$ cat src/rtl/cell_mon_pkg.sv
// cell_mon_pkg: shared types and defaults for the cell toggle monitor.
//   mon_state_e : measurement FSM states
//   CNT_W_DEF   : default result counter width
//   WIN_W_DEF   : default window-length width
package cell_mon_pkg;

   localparam int CNT_W_DEF = 16;
   localparam int WIN_W_DEF = 16;

   typedef enum logic [1:0] {
      IDLE   = 2'd0,
      ARM    = 2'd1,
      COUNT  = 2'd2,
      REPORT = 2'd3
   } mon_state_e;

endpackage

$ cat src/rtl/sat_counter.sv
// sat_counter: up-counter that sticks at all-ones instead of wrapping.
//   gclk, grst_n : clock, async active-low reset
//   clr          : synchronous clear (wins over inc)
//   inc          : count enable
//   q            : current count
//   at_max       : q is all-ones
module sat_counter #(
   parameter int W = 16
) (
   input  logic         gclk,
   input  logic         grst_n,
   input  logic         clr,
   input  logic         inc,
   output logic [W-1:0] q,
   output logic         at_max
);

   assign at_max = &q;

   always_ff @(posedge gclk or negedge grst_n) begin
      if (!grst_n)              q <= '0;
      else if (clr)             q <= '0;
      else if (inc && !at_max)  q <= q + 1'b1;
   end

endmodule

$ cat src/rtl/cell_toggle_monitor.sv
// cell_toggle_monitor: counts rising edges, falling edges and high cycles of
// a monitored cell output over a programmed window of sample cycles.
//   CLK, RSTB        : clock, async active-low reset
//   START            : begin a measurement (accepted in IDLE only)
//   ABORT            : cancel an active measurement (ARM/COUNT)
//   WINDOW           : sample count, latched when START is accepted
//   Q_IN             : monitored signal, synchronous to CLK
//   BUSY             : high in ARM and COUNT
//   DONE             : one-cycle pulse in REPORT
//   RISE/FALL/HIGH_CNT : saturating activity counts
//   SAT              : some counter reached all-ones this measurement
module cell_toggle_monitor
   import cell_mon_pkg::*;
#(
   parameter int CNT_W = CNT_W_DEF,
   parameter int WIN_W = WIN_W_DEF
) (
   input  logic             CLK,
   input  logic             RSTB,
   input  logic             START,
   input  logic             ABORT,
   input  logic [WIN_W-1:0] WINDOW,
   input  logic             Q_IN,
   output logic             BUSY,
   output logic             DONE,
   output logic [CNT_W-1:0] RISE_CNT,
   output logic [CNT_W-1:0] FALL_CNT,
   output logic [CNT_W-1:0] HIGH_CNT,
   output logic             SAT
);

   localparam int NCNT = 3;

   mon_state_e                 state, nxt;
   logic       [WIN_W-1:0]     remaining;
   logic                       prev;
   logic                       start_acc;
   logic                       sample;
   logic       [NCNT-1:0]      inc;
   logic       [NCNT-1:0]      at_max;
   logic [NCNT-1:0][CNT_W-1:0] cnt;

   assign start_acc = (state == IDLE) && START;
   assign sample    = (state == COUNT);

   always_ff @(posedge CLK or negedge RSTB) begin
      if (!RSTB) state <= IDLE;
      else       state <= nxt;
   end

   // ABORT is checked ahead of the window-end test so it wins a tie.
   always_comb begin
      nxt = state;
      case (state)
         IDLE:    if (START) nxt = ARM;
         ARM: begin
            if (ABORT)                   nxt = IDLE;
            else if (remaining == '0)    nxt = REPORT;
            else                         nxt = COUNT;
         end
         COUNT: begin
            if (ABORT)                         nxt = IDLE;
            else if (remaining == WIN_W'(1))   nxt = REPORT;
         end
         REPORT:  nxt = IDLE;
         default: nxt = IDLE;
      endcase
   end

   // Window is latched on START acceptance so ARM can already see a zero
   // window; the baseline is the Q_IN value seen during ARM itself.
   always_ff @(posedge CLK or negedge RSTB) begin
      if (!RSTB) begin
         remaining <= '0;
         prev      <= 1'b0;
      end else begin
         if (start_acc)              remaining <= WINDOW;
         else if (sample)            remaining <= remaining - 1'b1;
         if (state == ARM || sample) prev      <= Q_IN;
      end
   end

   // The abort cycle's sample is still counted; counts freeze after it.
   assign inc[0] = sample && !prev &&  Q_IN;
   assign inc[1] = sample &&  prev && !Q_IN;
   assign inc[2] = sample &&  Q_IN;

   for (genvar g = 0; g < NCNT; g++) begin : g_cnt
      sat_counter #(.W(CNT_W)) u_cnt (
         .gclk   (CLK),
         .grst_n (RSTB),
         .clr    (start_acc),
         .inc    (inc[g]),
         .q      (cnt[g]),
         .at_max (at_max[g])
      );
   end

   assign RISE_CNT = cnt[0];
   assign FALL_CNT = cnt[1];
   assign HIGH_CNT = cnt[2];
   // Counters only clear on START, so any at_max stays visible until then.
   assign SAT      = |at_max;
   assign BUSY     = (state == ARM) || (state == COUNT);
   assign DONE     = (state == REPORT);

endmodule
$ cat config.mk
export PLATFORM = sky130hd
export DESIGN_NAME = cell_toggle_monitor
export DESIGN_NICKNAME = d
export VERILOG_FILES = /design/src/rtl/cell_mon_pkg.sv /design/src/rtl/sat_counter.sv /design/src/rtl/cell_toggle_monitor.sv
export SDC_FILE = /design/constraint.sdc
export NUM_CORES = 1
export LEC_CHECK = 0
export ABC_CLOCK_PERIOD_IN_PS = 3960
export CORE_MARGIN = 2
export CORE_UTILIZATION = 41
export DETAILED_ROUTE_END_ITERATION = 6
export MAX_ROUTING_LAYER = met4
export PLACE_DENSITY = 0.65
export REMOVE_ABC_BUFFERS = 1
export SYNTH_ARGS = -nofsm -noshare
export SYNTH_HDL_FRONTEND = slang
export SYNTH_HIERARCHICAL = 1
export SYNTH_SLANG_ARGS = --single-unit
$ cat constraint.sdc
create_clock -name CLK -period 3.96 [get_ports CLK]
set_clock_uncertainty 0.2 [all_clocks]
set_input_delay 1.188 -clock CLK [delete_from_list [all_inputs] [get_ports CLK]]
set_output_delay 1.188 -clock CLK [all_outputs]
set_load 0.02 [all_outputs]
==> flow_metrics.env, run 1 <==
export IMPL_outcome="complete, no violations"
export IMPL_fmax_ghz=0.285
export IMPL_slew_violations=0
export IMPL_vdd_ir_drop_max_v=0.000287
export IMPL_grt_pass1_vias=3257
export IMPL_wirelength_um=8900
export IMPL_syn_inst=398
export IMPL_crit_type="reg2out"
export IMPL_cts_htree_levels=3
export IMPL_final_nets=513
export IMPL_setup_viol=0
export IMPL_cts_tree="built"
export IMPL_synth_distinct_cells=45
export IMPL_grt_setup_unrepaired="no"
export IMPL_worst_endpoint_arrival_ns=2.12
export IMPL_avgSynthCellArea_um2=9.82
export IMPL_maxCapViolations=0
export IMPL_crit_fanout=6
export IMPL_synthToLayoutAreaGrowth_pct=28.9
export IMPL_cellLeakagePower_uw=0.00205
export IMPL_fp_coreArea_mm2=0.00924
export IMPL_wl_per_cell_um=14.4
export IMPL_cts_sinks=67
export IMPL_start_util=0.423
export IMPL_dp_hpwl_um=6270
export IMPL_grt_usage=0.188
export IMPL_worstSkewPairLatency_ns=0.34
export IMPL_synthTopCellsByArea="dfrtp_1, nor2_1, a21oi_1"
export IMPL_grt_overflow=0
export IMPL_setup_tns_final_ns=0
export IMPL_worst_slack_ns=0.454
export IMPL_hp_class="reg2reg"
export IMPL_grt_max_degree=58
export IMPL_clockRootBuffer="clkbuf_8"
export IMPL_grtUsageMet3=0.0345
export IMPL_critPathRequiredTime_ns=2.57
export IMPL_synth_most_common_cell="dfrtp_1"
export IMPL_hold_viol=0
export IMPL_timing_final_crit_share=0.885
export IMPL_firstDrtPassIters=6
export IMPL_worstMarginPinSlew_ns=0.564
export IMPL_clkTransAtPathRegs_ns=0.07
export IMPL_grt_busiest_layer="met2"
export IMPL_p_per_area_mw_per_mm2=416
export IMPL_syn_cell_area_mm2=0.00391
export IMPL_synth_commonest_cells="dfrtp_1, nor2_1, a21oi_1"
export IMPL_clockBufferDepth=2
export IMPL_synthFlopType="dfrtp_1"
export IMPL_cts_buffers=9
export IMPL_gp_congestion=0.838
export IMPL_synth_top_cell_area_share=0.429
export IMPL_die_h_um=102
export IMPL_grt_pass1_wl_um=15200
export IMPL_met1_usage=0.252
export IMPL_start_kind="flip-flop"
export IMPL_fillers=833
export IMPL_ys_warn_count=6
export IMPL_rows=35
export IMPL_relSlewSlack=0.624
export IMPL_diodes=0
export IMPL_ant_nets=0
export IMPL_chipWidth_um=102
export IMPL_final_min_clock_period_ns=3.51
export IMPL_dp_slack_ns=0.342
export IMPL_drive_gt1_frac=0.133
export IMPL_yosysTopAreaCell="dfrtp_1"
export IMPL_portBuffers=71
export IMPL_synth_seq_cells=67
export IMPL_endpoint_kind="primary output"
export IMPL_viasPerCell=5.46
export IMPL_io_pins=72
export IMPL_antenna_found_initial=0
export IMPL_die_area_mm2=0.0103
export IMPL_routed_via_count=3361
export IMPL_drcViolationCount=0
export IMPL_ys_seq_area_frac=0.429
export IMPL_ctsHoldBuffers=0
export IMPL_synth_edf_count=0
export IMPL_async_flop_share=1.00
export IMPL_met2_usage=0.287
export IMPL_first_iter_violations=110
[report_power, final]
part,switching [uW],internal (uW)
combinational,332,266
sequential,133,793
clock,266,305
total,730,1360
[flip-flops by register name, summed over array words and instances (netlist names)]
name           flops
g_cnt.u_cnt/q     48
remaining         16
state              2
prev               1
[cells in the final DEF (no fill, tap or decap), types with 2 or more instances in the layout]
cell type | synthesis | final
o31ai_1 | 7 | 7
o21a_1 | 4 | 4
a311oi_2 | 3 | 3
a41oi_1 | 3 | 3
nor3_1 | 15 | 15
clkbuf_8 | 0 | 10
and2_1 | 4 | 4
mux2_2 | 8 | 8
nor4_4 | 3 | 3
or4b_1 | 2 | 2
mux2i_1 | 4 | 4
xnor2_1 | 9 | 9
dfrtp_1 | 67 | 67
nand2_1 | 15 | 15
clkinv_2 | 0 | 3
nand3_1 | 14 | 14
or2_4 | 3 | 3
o41ai_1 | 4 | 4
o41ai_2 | 3 | 3
nand4_2 | 6 | 6
xor2_1 | 11 | 11
and3_1 | 3 | 3
clkdlybuf4s50_1 | 0 | 69
buf_4 | 0 | 13
a211oi_1 | 7 | 7
inv_1 | 15 | 15
nand4_1 | 13 | 13
a31oi_1 | 5 | 5
mux2_1 | 3 | 3
a311oi_1 | 6 | 6
nor2_1 | 58 | 58
a21oi_1 | 36 | 36
nor4_1 | 4 | 4
or4_1 | 7 | 7
nor4b_1 | 4 | 4
nor2b_1 | 11 | 11
and4_1 | 7 | 7
nor4_2 | 3 | 3
o31a_2 | 3 | 3
ha_1 | 10 | 9
[logic make-up after synthesis]
group	Yosys count	synth area share
flip-flops	67	0.429
multiplexers	15	0.0419
XOR/XNOR	20	0.0448
adder cells (fa/ha/maj)	10	0.0320
buffers and inverters	27	0.0285
AND/OR/NAND/NOR	177	0.273
AO/OA/AOI/OAI	82	0.151
[worst paths after layout]
kind | startpoint | end | slack [ns] | cells past startpoint
setup / recovery | g_cnt[0].u_cnt/q[0]$_DFFE_PN0P_ | SAT | 0.45 | 5
hold / removal | prev$_DFFE_PN0P_ | prev$_DFFE_PN0P_ | 0.34 | 1
setup reg to reg | state[0]$_DFFE_PN0P_ | g_cnt[0].u_cnt/q[11]$_DFFE_PN0P_ | 1.06 | 8
hold reg to reg | prev$_DFFE_PN0P_ | prev$_DFFE_PN0P_ | 0.34 | 1
max in group asynchronous | RSTB | prev$_DFFE_PN0P_ | 2.21 | 2
min in group asynchronous | RSTB | g_cnt[1].u_cnt/q[5]$_DFFE_PN0P_ | 0.63 | 1
[timing repair]
| action | 4_1_cts | 5_1_grt |
|---|---|---|
| buffers inserted | 0 | 7 |
| setup endpoints to repair | 0 | 1 |
| hold endpoints to repair | 0 | 0 |
| gates resized for setup | 0 | 2 |
[layer usage]
metal	vias to the layer above	wire length, um
met2	77	4150
met3	6	309
met1	1613	4360
li1	1665	-
met5	-	0
met4	0	78
[worst max-delay path, stage by stage (launching register included)]
cell and delay (ns):
dfrtp_1 0.43, ha_2 0.25, nand4_1 0.23, nor4_4 0.47, or3_1 0.17, dlymetal6s2s_1 0.23
[final cells by class]
cell class / instances / area [um2] / area share
clock inverter: 5 / 52.6 / 0.0104
sequential: 67 / 1680 / 0.333
tap: 129 / 161 / 0.0320
clock buffer: 11 / 141 / 0.0281
timing repair buffer: 85 / 826 / 0.164
inverter: 15 / 56.3 / 0.0112
multi-input combinational: 304 / 2120 / 0.422
[through the flow]
stage / cell area [um2] / instances / hold WS [ns] / power [uW] / utilization
finish: 5040 / 616 / 0.335 / 2090 / 0.545
CTS: 4980 / 609 / 0.340 / 2120 / 0.539
global route: 5040 / 616 / 0.372 / 2250 / 0.545
floorplan: 3850 / 386 / 0.304 / 1310 / -
global placement: 4790 / 593 / 0.320 / 1520 / 0.518
detailed placement: 4790 / 593 / 0.325 / 1540 / 0.518
Note: power is estimated with default switching activity, not from simulation.
==> inputs of run 2 (changes only) <==
Settings changed: ABC_CLOCK_PERIOD_IN_PS 3960 to default.
==> results of run 2 <==
Final layout, timing and power as in run 1 (identical DEF).
==> inputs of run 3 (changes only) <==
Settings changed: CORE_MARGIN 2 to 1.5.
==> run 3 against run 2 <==
  * Maximum frequency down 0.30%
  * Global-route usage up 0.21 points
  * Clock power rose by 5.8%
  * Via count down 0.21%
  * Sequential power rose by 0.4%
  * Power rose by 1.5%
  * Cell count fell by 0.32%
  * Final area is 0.27% higher
  * Wire length decreased by 1.3%
  * Critical path depth up 1
  * Utilization rose by 0.15 points
  * Non-clock buffer count down 2
  * Critical endpoint unchanged
  * Largest power group unchanged
==> flow_metrics.env, run 3 (synthesized netlist as in run 1, its figures left out) <==
export IMPL_outcome="complete, no violations"
export IMPL_ff_latch_area_mm2=0.00168
export IMPL_viasPerCell=5.46
export IMPL_critPathRequiredTime_ns=2.57
export IMPL_dp_slack_ns=0.387
export IMPL_rows=35
export IMPL_cts_tree="built"
export IMPL_antenna_found_initial=0
export IMPL_grt_setup_unrepaired="no"
export IMPL_cts_sinks=67
export IMPL_largest_register="g_cnt.u_cnt/q"
export IMPL_reg_largest_list="g_cnt.u_cnt/q: 48 flops, remaining: 16 flops, state: 2 flops"
export IMPL_grt_pass1_wl_um=15100
export IMPL_endpoint_kind="primary output"
export IMPL_ant_nets=0
export IMPL_worst_slack_ns=0.444
export IMPL_fmax_ghz=0.284
export IMPL_hold_viol=0
export IMPL_dpl_instance_area_mm2=0.00478
export IMPL_drive_gt1_frac=0.130
export IMPL_slew_violations=0
export IMPL_first_iter_violations=110
export IMPL_crit_type="reg2out"
export IMPL_cellLeakagePower_uw=0.00206
export IMPL_final_common_cell="clkdlybuf4s50_1"
export IMPL_grt_pass1_vias=3282
export IMPL_diodes=0
export IMPL_timing_critical_path_buf_inv=2
export IMPL_die_area_mm2=0.0101
export IMPL_worstMarginPinSlew_ns=1.12
export IMPL_fp_coreArea_mm2=0.00924
export IMPL_cts_htree_levels=3
export IMPL_worst_endpoint_arrival_ns=2.13
export IMPL_dp_hpwl_um=6200
export IMPL_clockBufferDepth=2
export IMPL_maxCapViolations=0
export IMPL_final_cell_mix="clkdlybuf4s50_1, dfrtp_1, nor2_1"
export IMPL_start_kind="flip-flop"
export IMPL_timing_final_crit_share=0.888
export IMPL_fillers=848
export IMPL_firstDrtPassIters=4
export IMPL_p_per_area_mw_per_mm2=421
export IMPL_final_nets=511
export IMPL_io_pins=72
export IMPL_grt_overflow=0
export IMPL_crit_fanout=5
export IMPL_chipWidth_um=101
export IMPL_grt_max_degree=58
export IMPL_wirelength_um=8780
export IMPL_synthToLayoutAreaGrowth_pct=29.2
export IMPL_die_h_um=101
export IMPL_hp_class="reg2reg"
export IMPL_path_cells="ha_1 > nand4_1 > nor4_4 > buf_4 > or3_1 > dlymetal6s2s_1"
export IMPL_routed_via_count=3354
export IMPL_multiInputGateArea_mm2=0.00212
export IMPL_start_util=0.423
export IMPL_finalInstanceArea_mm2=0.00505
export IMPL_cts_buffers=9
export IMPL_relSlewSlack=0.246
export IMPL_portBuffers=71
export IMPL_wl_per_cell_um=14.3
export IMPL_vdd_ir_drop_max_v=0.000261
export IMPL_final_min_clock_period_ns=3.52
export IMPL_slowest_delay_ns=0.43
export IMPL_largest_register_ffs=48
export IMPL_grt_usage=0.190
export IMPL_critical_path_top_delay_family="simple AND/OR/NAND/NOR gates"
export IMPL_worstSkewPairLatency_ns=0.33
export IMPL_clkTransAtPathRegs_ns=0.07
export IMPL_gp_congestion=0.812
export IMPL_crit_slowest_cell="dfrtp_1"
export IMPL_drcViolationCount=0
export IMPL_setup_tns_final_ns=0
export IMPL_setup_viol=0
export IMPL_clockRootBuffer="clkbuf_8"
## run 3: cell count changes in the layout (fill, tap and decap cells not counted), sizes merged
cell,change
clkinv,-1
buf,-2
clkbuf,+1
## run 3: final cells by class
type / count / area share
multi-input combinational: 304 / 0.420
sequential: 67 / 0.332
timing repair buffer: 83 / 0.163
clock buffer: 12 / 0.0327
tap: 129 / 0.0320
inverter: 15 / 0.0111
clock inverter: 4 / 0.00941
## run 3: through the flow
| step | std cells | hold slack (ns) | utilization | power (uW) |
|---|---|---|---|---|
| 6_report | 614 | 0.342 | 0.547 | 2130 |
| 5_1_grt | 614 | 0.377 | 0.547 | 2270 |
| 4_1_cts | 607 | 0.341 | 0.541 | 2160 |
| 3_5_place_dp | 591 | 0.324 | 0.518 | 1540 |
| 3_3_place_gp | 591 | 0.321 | 0.518 | 1520 |
| 2_1_floorplan | 386 | 0.304 | - | 1310 |
## run 3: power by group
part           internal [uW]  switching, uW
registers                793            136
clock network            341            264
logic                    265            328
## run 3: repair_timing
item                       CTS  global route
setup endpoints to repair    0             1
hold buffers                 0             0
setup buffers                0             7
resized for setup            0             1
## run 3: metal layers
layer / vias up / track usage / part of all wire
met1: 1639 / 0.247 / 0.48
met4: 0 / 0.0607 / 0.010
met5: - / - / 0
met3: 7 / 0.0236 / 0.024
met2: 53 / 0.309 / 0.49
li1: 1655 / - / -
## run 3: final timing paths
| path | from | to | slack, ns | cells after the start |
|---|---|---|---|---|
| setup / recovery | g_cnt[2].u_cnt/q[0]$_DFFE_PN0P_ | SAT | 0.44 | 6 |
| hold / removal | prev$_DFFE_PN0P_ | prev$_DFFE_PN0P_ | 0.34 | 1 |
| setup reg to reg | state[0]$_DFFE_PN0P_ | g_cnt[0].u_cnt/q[9]$_DFFE_PN0P_ | 1.11 | 8 |
| hold reg to reg | prev$_DFFE_PN0P_ | prev$_DFFE_PN0P_ | 0.34 | 1 |
| max in group asynchronous | RSTB | g_cnt[0].u_cnt/q[4]$_DFFE_PN0P_ | 2.17 | 2 |
| min in group asynchronous | RSTB | g_cnt[2].u_cnt/q[12]$_DFFE_PN0P_ | 0.73 | 1 |
## run 3: worst register-to-register path: stages (launching register included)
cell     delay (ns)
dfrtp_1        0.42
inv_1          0.12
ha_1           0.38
and2_1         0.20
nor2b_1        0.35
nand4_2        0.21
or2_4          0.29
or4_1          0.46
a21oi_1        0.15
